File: src/rtl/term_loopback_switch_matrix.sv
// term_loopback_switch_matrix: loops N_END back onto S_BEG with per-lane comb/reg/tie modes
// loaded through a serial config chain and committed atomically.
module term_loopback_switch_matrix #(
  parameter int NUM_WIRES = 16,
  parameter bit REVERSE = 1'b1,
  localparam int CFG_BITS = 2 * NUM_WIRES
) (
  input  logic                 UserCLK,
  input  logic                 resetn,
  input  logic [NUM_WIRES-1:0] N_END,
  output logic [NUM_WIRES-1:0] S_BEG,
  input  logic                 cfg_valid,
  input  logic                 cfg_data,
  output logic                 cfg_ready,
  input  logic                 cfg_abort,
  output logic                 cfg_done,
  output logic [CFG_BITS-1:0]  cfg_active
);
  localparam int CW = $clog2(CFG_BITS + 1);
  typedef enum logic [1:0] {IDLE, SHIFT, COMMIT} state_t;
  state_t state_q, state_d;
  logic [CFG_BITS-1:0] sreg_q, sreg_d, active_q, active_d;
  logic [CW-1:0] cnt_q, cnt_d;
  logic done_q, done_d;
  logic [NUM_WIRES-1:0] pipe_q, src;
  always_comb begin
    for (int i = 0; i < NUM_WIRES; i++) src[i] = REVERSE ? N_END[NUM_WIRES-1-i] : N_END[i];
  end
  // COMMIT ignores abort and incoming bits so the active word is never torn.
  always_comb begin
    state_d = state_q;
    sreg_d = sreg_q;
    cnt_d = cnt_q;
    active_d = active_q;
    done_d = 1'b0;
    if (state_q == COMMIT) begin
      active_d = sreg_q;
      sreg_d = '0;
      cnt_d = '0;
      state_d = IDLE;
      done_d = 1'b1;
    end else if (cfg_abort) begin
      sreg_d = '0;
      cnt_d = '0;
      state_d = IDLE;
    end else if (cfg_valid) begin
      sreg_d = {sreg_q[CFG_BITS-2:0], cfg_data};
      cnt_d = cnt_q + CW'(1);
      state_d = (cnt_q == CW'(CFG_BITS - 1)) ? COMMIT : SHIFT;
    end
  end
  always_ff @(posedge UserCLK) begin
    if (!resetn) begin
      state_q <= IDLE;
      sreg_q <= '0;
      cnt_q <= '0;
      active_q <= '0;
      done_q <= 1'b0;
      pipe_q <= '0;
    end else begin
      state_q <= state_d;
      sreg_q <= sreg_d;
      cnt_q <= cnt_d;
      active_q <= active_d;
      done_q <= done_d;
      pipe_q <= src;
    end
  end
  always_comb begin
    for (int i = 0; i < NUM_WIRES; i++)
      S_BEG[i] = active_q[2*i+1] ? active_q[2*i] : (active_q[2*i] ? pipe_q[i] : src[i]);
  end
  assign cfg_ready = state_q != COMMIT;
  assign cfg_done = done_q;
  assign cfg_active = active_q;
endmodule
File: config.mk
export PLATFORM = sky130hd
export DESIGN_NAME = term_loopback_switch_matrix
export DESIGN_NICKNAME = d
export VERILOG_FILES = /design/src/rtl/term_loopback_switch_matrix.sv
export SDC_FILE = /design/constraint.sdc
export NUM_CORES = 1
export LEC_CHECK = 0
export BUFFER_PORTS_ARGS = -buffer_cell sky130_fd_sc_hd__buf_2
export CAP_MARGIN = 20
export CORE_MARGIN = 2
export CORE_UTILIZATION = 40
export CTS_BUF_LIST = sky130_fd_sc_hd__clkbuf_8
export DETAILED_ROUTE_END_ITERATION = 10
export GPL_TIMING_DRIVEN = 0
export SLEW_MARGIN = 10
export SYNTH_ARGS = -nofsm -noshare
export SYNTH_HDL_FRONTEND = slang
export SYNTH_SLANG_ARGS = --single-unit
File: constraint.sdc
create_clock -name UserCLK -period 2.54 [get_ports UserCLK]
set_clock_uncertainty 0.2 [all_clocks]
set_input_delay 0.381 -clock UserCLK [delete_from_list [all_inputs] [get_ports UserCLK]]
set_output_delay 0.381 -clock UserCLK [all_outputs]
set_load 0.005 [all_outputs]
==> flow_metrics.env, run 1 <==
export IMPL_worst_path_buf_inv=4
export IMPL_crit_type="flop to output port"
export IMPL_grt_pass1_vias=2332
export IMPL_sw_frac_of_total_pct=21.2
export IMPL_fin_crit_ns=1.93
export IMPL_finalSetupViolations=0
export IMPL_synth_most_common_cell="nand2_1"
export IMPL_crit_chain="nor2b_1 > buf_6 > inv_4 > buf_4 > buf_2"
export IMPL_clkSinkCount=89
export IMPL_drt_wirelength_per_cell_um=11.1
export IMPL_maxCapViolations=0
export IMPL_cp_slowest_stage_delay_ns=0.32
export IMPL_yosysWarnings=0
export IMPL_io_buffers=70
export IMPL_grt_total_usage_pct=14.8
export IMPL_yosys_register_bits=89
export IMPL_gp_congestion=0.733
export IMPL_netlist_area_mm2=0.00338
export IMPL_clkTransAtPathRegs_ns=0.09
export IMPL_ys_types=24
export IMPL_finalNetCount=480
export IMPL_clockPowerShare_pct=41.1
export IMPL_coreArea_mm2=0.00822
export IMPL_synth_seq_area_share_pct=52.8
export IMPL_crit_arrival_ns=1.35
export IMPL_tritoncts="yes"
export IMPL_first_pass_iters=4
export IMPL_area_growth_pct=21.0
export IMPL_die_area_mm2=0.00919
export IMPL_fin_crit_sh_pct=76.0
export IMPL_final_util_pct=49.7
export IMPL_fp_dieW_um=95.9
export IMPL_synthTopCellsByArea="dfxtp_1 53%, nand2_1 11%, mux2i_1 9.8%"
export IMPL_p_seq_share_pct=54.4
export IMPL_synth_nets=399
export IMPL_end_kind="output port"
export IMPL_grt_pass1_wl_mm=10.5
export IMPL_synthTopCellsByCount="97 x nand2_1, 89 x dfxtp_1, 54 x nor2_1"
export IMPL_fp_row_count=33
export IMPL_slowest_stage="dfxtp_1"
export IMPL_antenna_cells=0
export IMPL_hold_viol=0
export IMPL_setup_tns_ns=0
export IMPL_max_freq_ghz=0.518
export IMPL_p_switching_uw=551
export IMPL_vdd_ir_drop_max_mv=0.341
export IMPL_p_int_mw=2.05
export IMPL_drt_iter0_drc=112
export IMPL_p_comb_share_pct=4.6
export IMPL_clock_root_buffer="clkbuf_8"
export IMPL_die_y_um=95.9
export IMPL_holdCritPathClass="input pin to flop"
export IMPL_numCtsBuffers=9
export IMPL_async_reset_ff_share_pct=0
export IMPL_grt_max_degree=16
export IMPL_synth_ff_type="dfxtp_1"
export IMPL_syn_avg_cell_area_um2=8.96
export IMPL_cts_htree_levels=3
export IMPL_hpwl_mm=4.58
export IMPL_viasPerCell=4.66
export IMPL_initial_core_util_pct=41.1
export IMPL_cts_resized=0
export IMPL_insertion_delay_ns=0.35
export IMPL_worst_pin_slew_ns=0.529
export IMPL_crit_required_ns=1.96
export IMPL_status="finished clean"
export IMPL_post_cts_buffers=0
export IMPL_finalWirelength_mm=6.33
export IMPL_p_leak_nw=1.78
export IMPL_synth_top_cell_area_share_pct=52.8
export IMPL_drive_gt1_share_pct=22.2
export IMPL_drc_errors=0
export IMPL_clk_path_buf_depth=2
export IMPL_antenna_found_initial=0
export IMPL_num_vias=2645
export IMPL_timing_final_max_slew_violations=0
export IMPL_grt_overflow=0
export IMPL_antenna_left=0
export IMPL_max_slew_margin_rel_pct=64.7
export IMPL_yosysTopAreaCell="dfxtp_1"
export IMPL_pin_count=71
export IMPL_cp_start_kind="flop"
export IMPL_worstPathMaxFanout=10
export IMPL_synth_edff_count=0
export IMPL_power_density_mw_per_mm2=636
export IMPL_cts_hold_fix_buffers=0
export IMPL_rsz0062_at_grt="false"
export IMPL_syn_inst=377
export IMPL_critPathTopFamily="buffers and inverters"
==> power groups by stage <==
stage / Clock, mW / Sequential (mW) / Combinational, mW
after floorplan: 0 / 1.45 / 0.0747
after global placement: 0 / 1.45 / 0.120
after detailed placement: 0 / 1.45 / 0.121
after CTS: 1.10 / 1.41 / 0.122
after global routing: 1.16 / 1.42 / 0.135
final: 1.07 / 1.41 / 0.119
==> metal layers <==
metal | vias up | wire [µm] | track usage [%]
met2 | 37 | 2910 | 23.7
li1 | 1383 | - | -
met4 | 0 | 85 | 5.00
met1 | 1217 | 3060 | 18.7
met5 | - | 0 | 0
met3 | 8 | 271 | 5.01
==> area by class of cell <==
class | instances | area (µm²)
repair buffers | 70 | 350
clock buffers | 10 | 138
inverters | 1 | 6.26
plain buffers | 20 | 124
fillers | 824 | 4130
flip-flops and latches | 89 | 1780
well taps | 105 | 131
multi-input cells | 267 | 1470
clock inverters | 6 | 91.3
==> cells by family after synthesis <==
logic type	count (synthesis)	share of synthesized area, %
xor+xnor	4	1.04
simple gates	178	22.1
flops	89	52.8
mux	33	9.78
buf+inv	21	3.85
fa+ha+maj	1	0.370
compound gates	51	10.1
==> stage by stage <==
stage	hold WS [ns]	worst slack (ns)	cell area, µm²	std cells	total power [mW]
after detailed placement	0.276	0.748	3860	552	1.57
after floorplan	0.240	1.19	3380	377	1.52
after global placement	0.270	0.769	3860	552	1.57
after global routing	0.0243	0.493	4090	568	2.71
final	0.0377	0.610	4090	568	2.60
after CTS	0.0216	0.576	4090	568	2.64
==> cells in the final DEF, fill, tap and decap left out <==
cell type    n
buf_2       76
or3_1        1
clkinv_4     1
clkbuf_1     5
and2_1      17
nand3b_4     1
nor3b_1      1
clkbuf_8    10
bufinv_16    2
o21ai_0     17
nor2b_1      2
xnor2_1      1
clkinvlp_4   3
nor2_1      54
nand2_1     97
a21oi_1      1
inv_4        1
buf_6        2
nand4_1      2
dfxtp_1     89
xor2_1       3
buf_4        7
o21ba_1      1
a21boi_0    32
nor3_1       1
ha_1         1
mux2i_1     33
nand3_1      2
==> state kept, by name, indices dropped and copies added (netlist names) <==
signal	cells
cfg_done	1
state_q	2
cfg_active	32
cnt_q	6
pipe_q	16
sreg_q	32
==> path summary, 6_finish.rpt <==
| path | startpoint | slack [ns] | depth (start not counted) | endpoint |
|---|---|---|---|---|
| worst min-delay path | N_END[4] | 0.04 | 2 | pipe_q[11] |
| worst max register to register | cnt_q[0] | 1.08 | 4 | state_q[1] |
| worst max-delay path | state_q[1] | 0.61 | 5 | cfg_ready |
| worst min register to register | sreg_q[5] | 0.28 | 2 | cfg_active[5] |
No activity file was read; power rests on OpenSTA's default activity.
==> run 2: changes to the inputs <==
clock period = 1.9 ns   (was 2.54 ns; I/O delays follow)
==> flow_metrics.env, run 2 (synthesis gave the netlist of run 1 again) <==
export IMPL_status="finished clean"
export IMPL_multi_input_area_mm2=0.00147
export IMPL_grt_pass1_vias=2417
export IMPL_numCtsBuffers=9
export IMPL_die_y_um=95.9
export IMPL_cts_htree_levels=3
export IMPL_min_from="cfg_valid"
export IMPL_crit_required_ns=1.41
export IMPL_clkTransAtPathRegs_ns=0.08
export IMPL_drt_wirelength_per_cell_um=11.1
export IMPL_viasPerCell=4.64
export IMPL_area_growth_pct=25.9
export IMPL_timing_final_max_slew_violations=0
export IMPL_crit_arrival_ns=1.25
export IMPL_slowest_stage="dfxtp_1"
export IMPL_cp_start_kind="flop"
export IMPL_grt_max_degree=16
export IMPL_holdCritPathClass="input pin to flop"
export IMPL_vdd_ir_drop_max_mv=0.466
export IMPL_antenna_cells=0
export IMPL_drive_gt1_share_pct=21.5
export IMPL_final_cell_mix="97 x nand2_1, 89 x dfxtp_1, 76 x buf_2, 54 x nor2_1, 33 x mux2i_1"
export IMPL_antenna_found_initial=0
export IMPL_grt_overflow=0
export IMPL_setup_tns_ns=0
export IMPL_top_usage_layer="met2"
export IMPL_power_density_mw_per_mm2=824
export IMPL_first_pass_iters=4
export IMPL_crit_chain="nor2b_2 > buf_6 > inv_4 > buf_2"
export IMPL_antenna_left=0
export IMPL_stdcell_count=584
export IMPL_worst_pin_slew_ns=0.537
export IMPL_io_buffers=70
export IMPL_tritoncts="yes"
export IMPL_initial_core_util_pct=41.1
export IMPL_met2_usage_pct=24.9
export IMPL_num_vias=2709
export IMPL_fp_row_count=33
export IMPL_end_kind="output port"
export IMPL_crit_type="flop to output port"
export IMPL_grt_use_met3_pct=5.01
export IMPL_die_area_mm2=0.00919
export IMPL_regToRegStartpoint="state_q[1]"
export IMPL_worstRegToRegCells=6
export IMPL_worstHoldPathCells=3
export IMPL_max_slew_margin_rel_pct=64.2
export IMPL_dp_cells=552
export IMPL_finalPower_mw=3.51
export IMPL_met1_usage_pct=19.1
export IMPL_finalSetupViolations=0
export IMPL_reg2reg_slack_ns=0.43
export IMPL_p_leak_nw=1.84
export IMPL_cp_slowest_stage_delay_ns=0.31
export IMPL_placed_cell_area_mm2=0.00386
export IMPL_maxCapViolations=0
export IMPL_clkSinkCount=89
export IMPL_fin_crit_sh_pct=91.2
export IMPL_worstPathMaxFanout=16
export IMPL_fin_crit_ns=1.73
export IMPL_r2r_end="cfg_active[27]"
export IMPL_hpwl_mm=4.58
export IMPL_fp_dieW_um=95.9
export IMPL_hold_viol=0
export IMPL_grt_total_usage_pct=15.3
export IMPL_fillCellCount=808
export IMPL_postLayoutCellArea_mm2=0.00425
export IMPL_drc_errors=0
export IMPL_rsz0062_at_grt="false"
export IMPL_hold_path_end="state_q[1]"
export IMPL_final_util_pct=51.8
export IMPL_grt_pass1_wl_mm=10.9
export IMPL_max_freq_ghz=0.577
export IMPL_finalNetCount=496
export IMPL_drt_iter0_drc=125
export IMPL_clock_root_buffer="clkbuf_8"
export IMPL_coreArea_mm2=0.00822
export IMPL_post_cts_buffers=0
export IMPL_final_common_cell="nand2_1"
export IMPL_clk_path_buf_depth=2
export IMPL_gp_congestion=0.733
export IMPL_pin_count=71
export IMPL_seq_area_mm2=0.00178
export IMPL_finalWirelength_mm=6.51
export IMPL_insertion_delay_ns=0.35
## run 2: cell types whose count changed in the layout (fill, tap and decap cells not counted)
cell / previous run / this run
buf_4: 7 / 6
nor2b_2: 0 / 1
dlygate4sd3_1: 0 / 17
nor2b_1: 2 / 1
## run 2: area by class of cell
cell class,count,area share (%)
clock buffer,10,3.24
timing repair buffer,87,12.2
inverter,1,0.147
buffer,19,2.74
sequential,89,41.9
tap,105,3.09
multi-input combinational,267,34.5
clock inverter,6,2.15
## run 2: power breakdown
part / total [mW] / leakage (nW) / internal (mW) / switching [mW]
combinational: 0.187 / 1.02 / 0.102 / 0.0847
clock: 1.43 / 0.105 / 0.778 / 0.650
sequential: 1.89 / 0.721 / 1.88 / 0.00655
total: 3.51 / 1.84 / 2.76 / 0.741
## run 2: stage by stage
| stage | hold slack [ns] | setup slack, ns |
|---|---|---|
| global route | 0.106 | 0.0748 |
| floorplan | 0.207 | 0.585 |
| global placement | 0.270 | 0.225 |
| CTS | 0.0831 | 0.0322 |
| detailed placement | 0.276 | 0.204 |
| finish | 0.102 | 0.167 |
## run 2: worst max-delay path, delay by kind of cell (launching register included)
kind                   cells  cell delay (ns)
buffers and inverters      3             0.44
DFF                        1             0.31
and+or+nand+nor            1             0.15
## run 2: how the worst max path moves through the flow
stage | cells past startpoint | start | slack, ns | end
final | 4 | state_q[1] | 0.17 | cfg_ready
after global routing | 4 | state_q[1] | 0.07 | cfg_ready
after CTS | 5 | state_q[1] | 0.03 | cfg_ready
after detailed placement | 4 | resetn | 0.20 | pipe_q[13]
after global placement | 4 | resetn | 0.22 | pipe_q[13]
after floorplan | 4 | cnt_q[0] | 0.59 | state_q[1]
## run 2: routing by layer
metal | part of all wire [%] | wire, µm
met4 | 1.3 | 85
met5 | 0 | 0
met3 | 4.1 | 270
met1 | 47 | 3090
met2 | 47 | 3060
## run 2: repair_timing
| item | 4_1_cts | 5_1_grt |
|---|---|---|
| hold buffers | 17 | 0 |
| resized for setup | 0 | 1 |
| endpoints found under the hold margin | 17 | 0 |
| setup endpoints to repair | 0 | 1 |
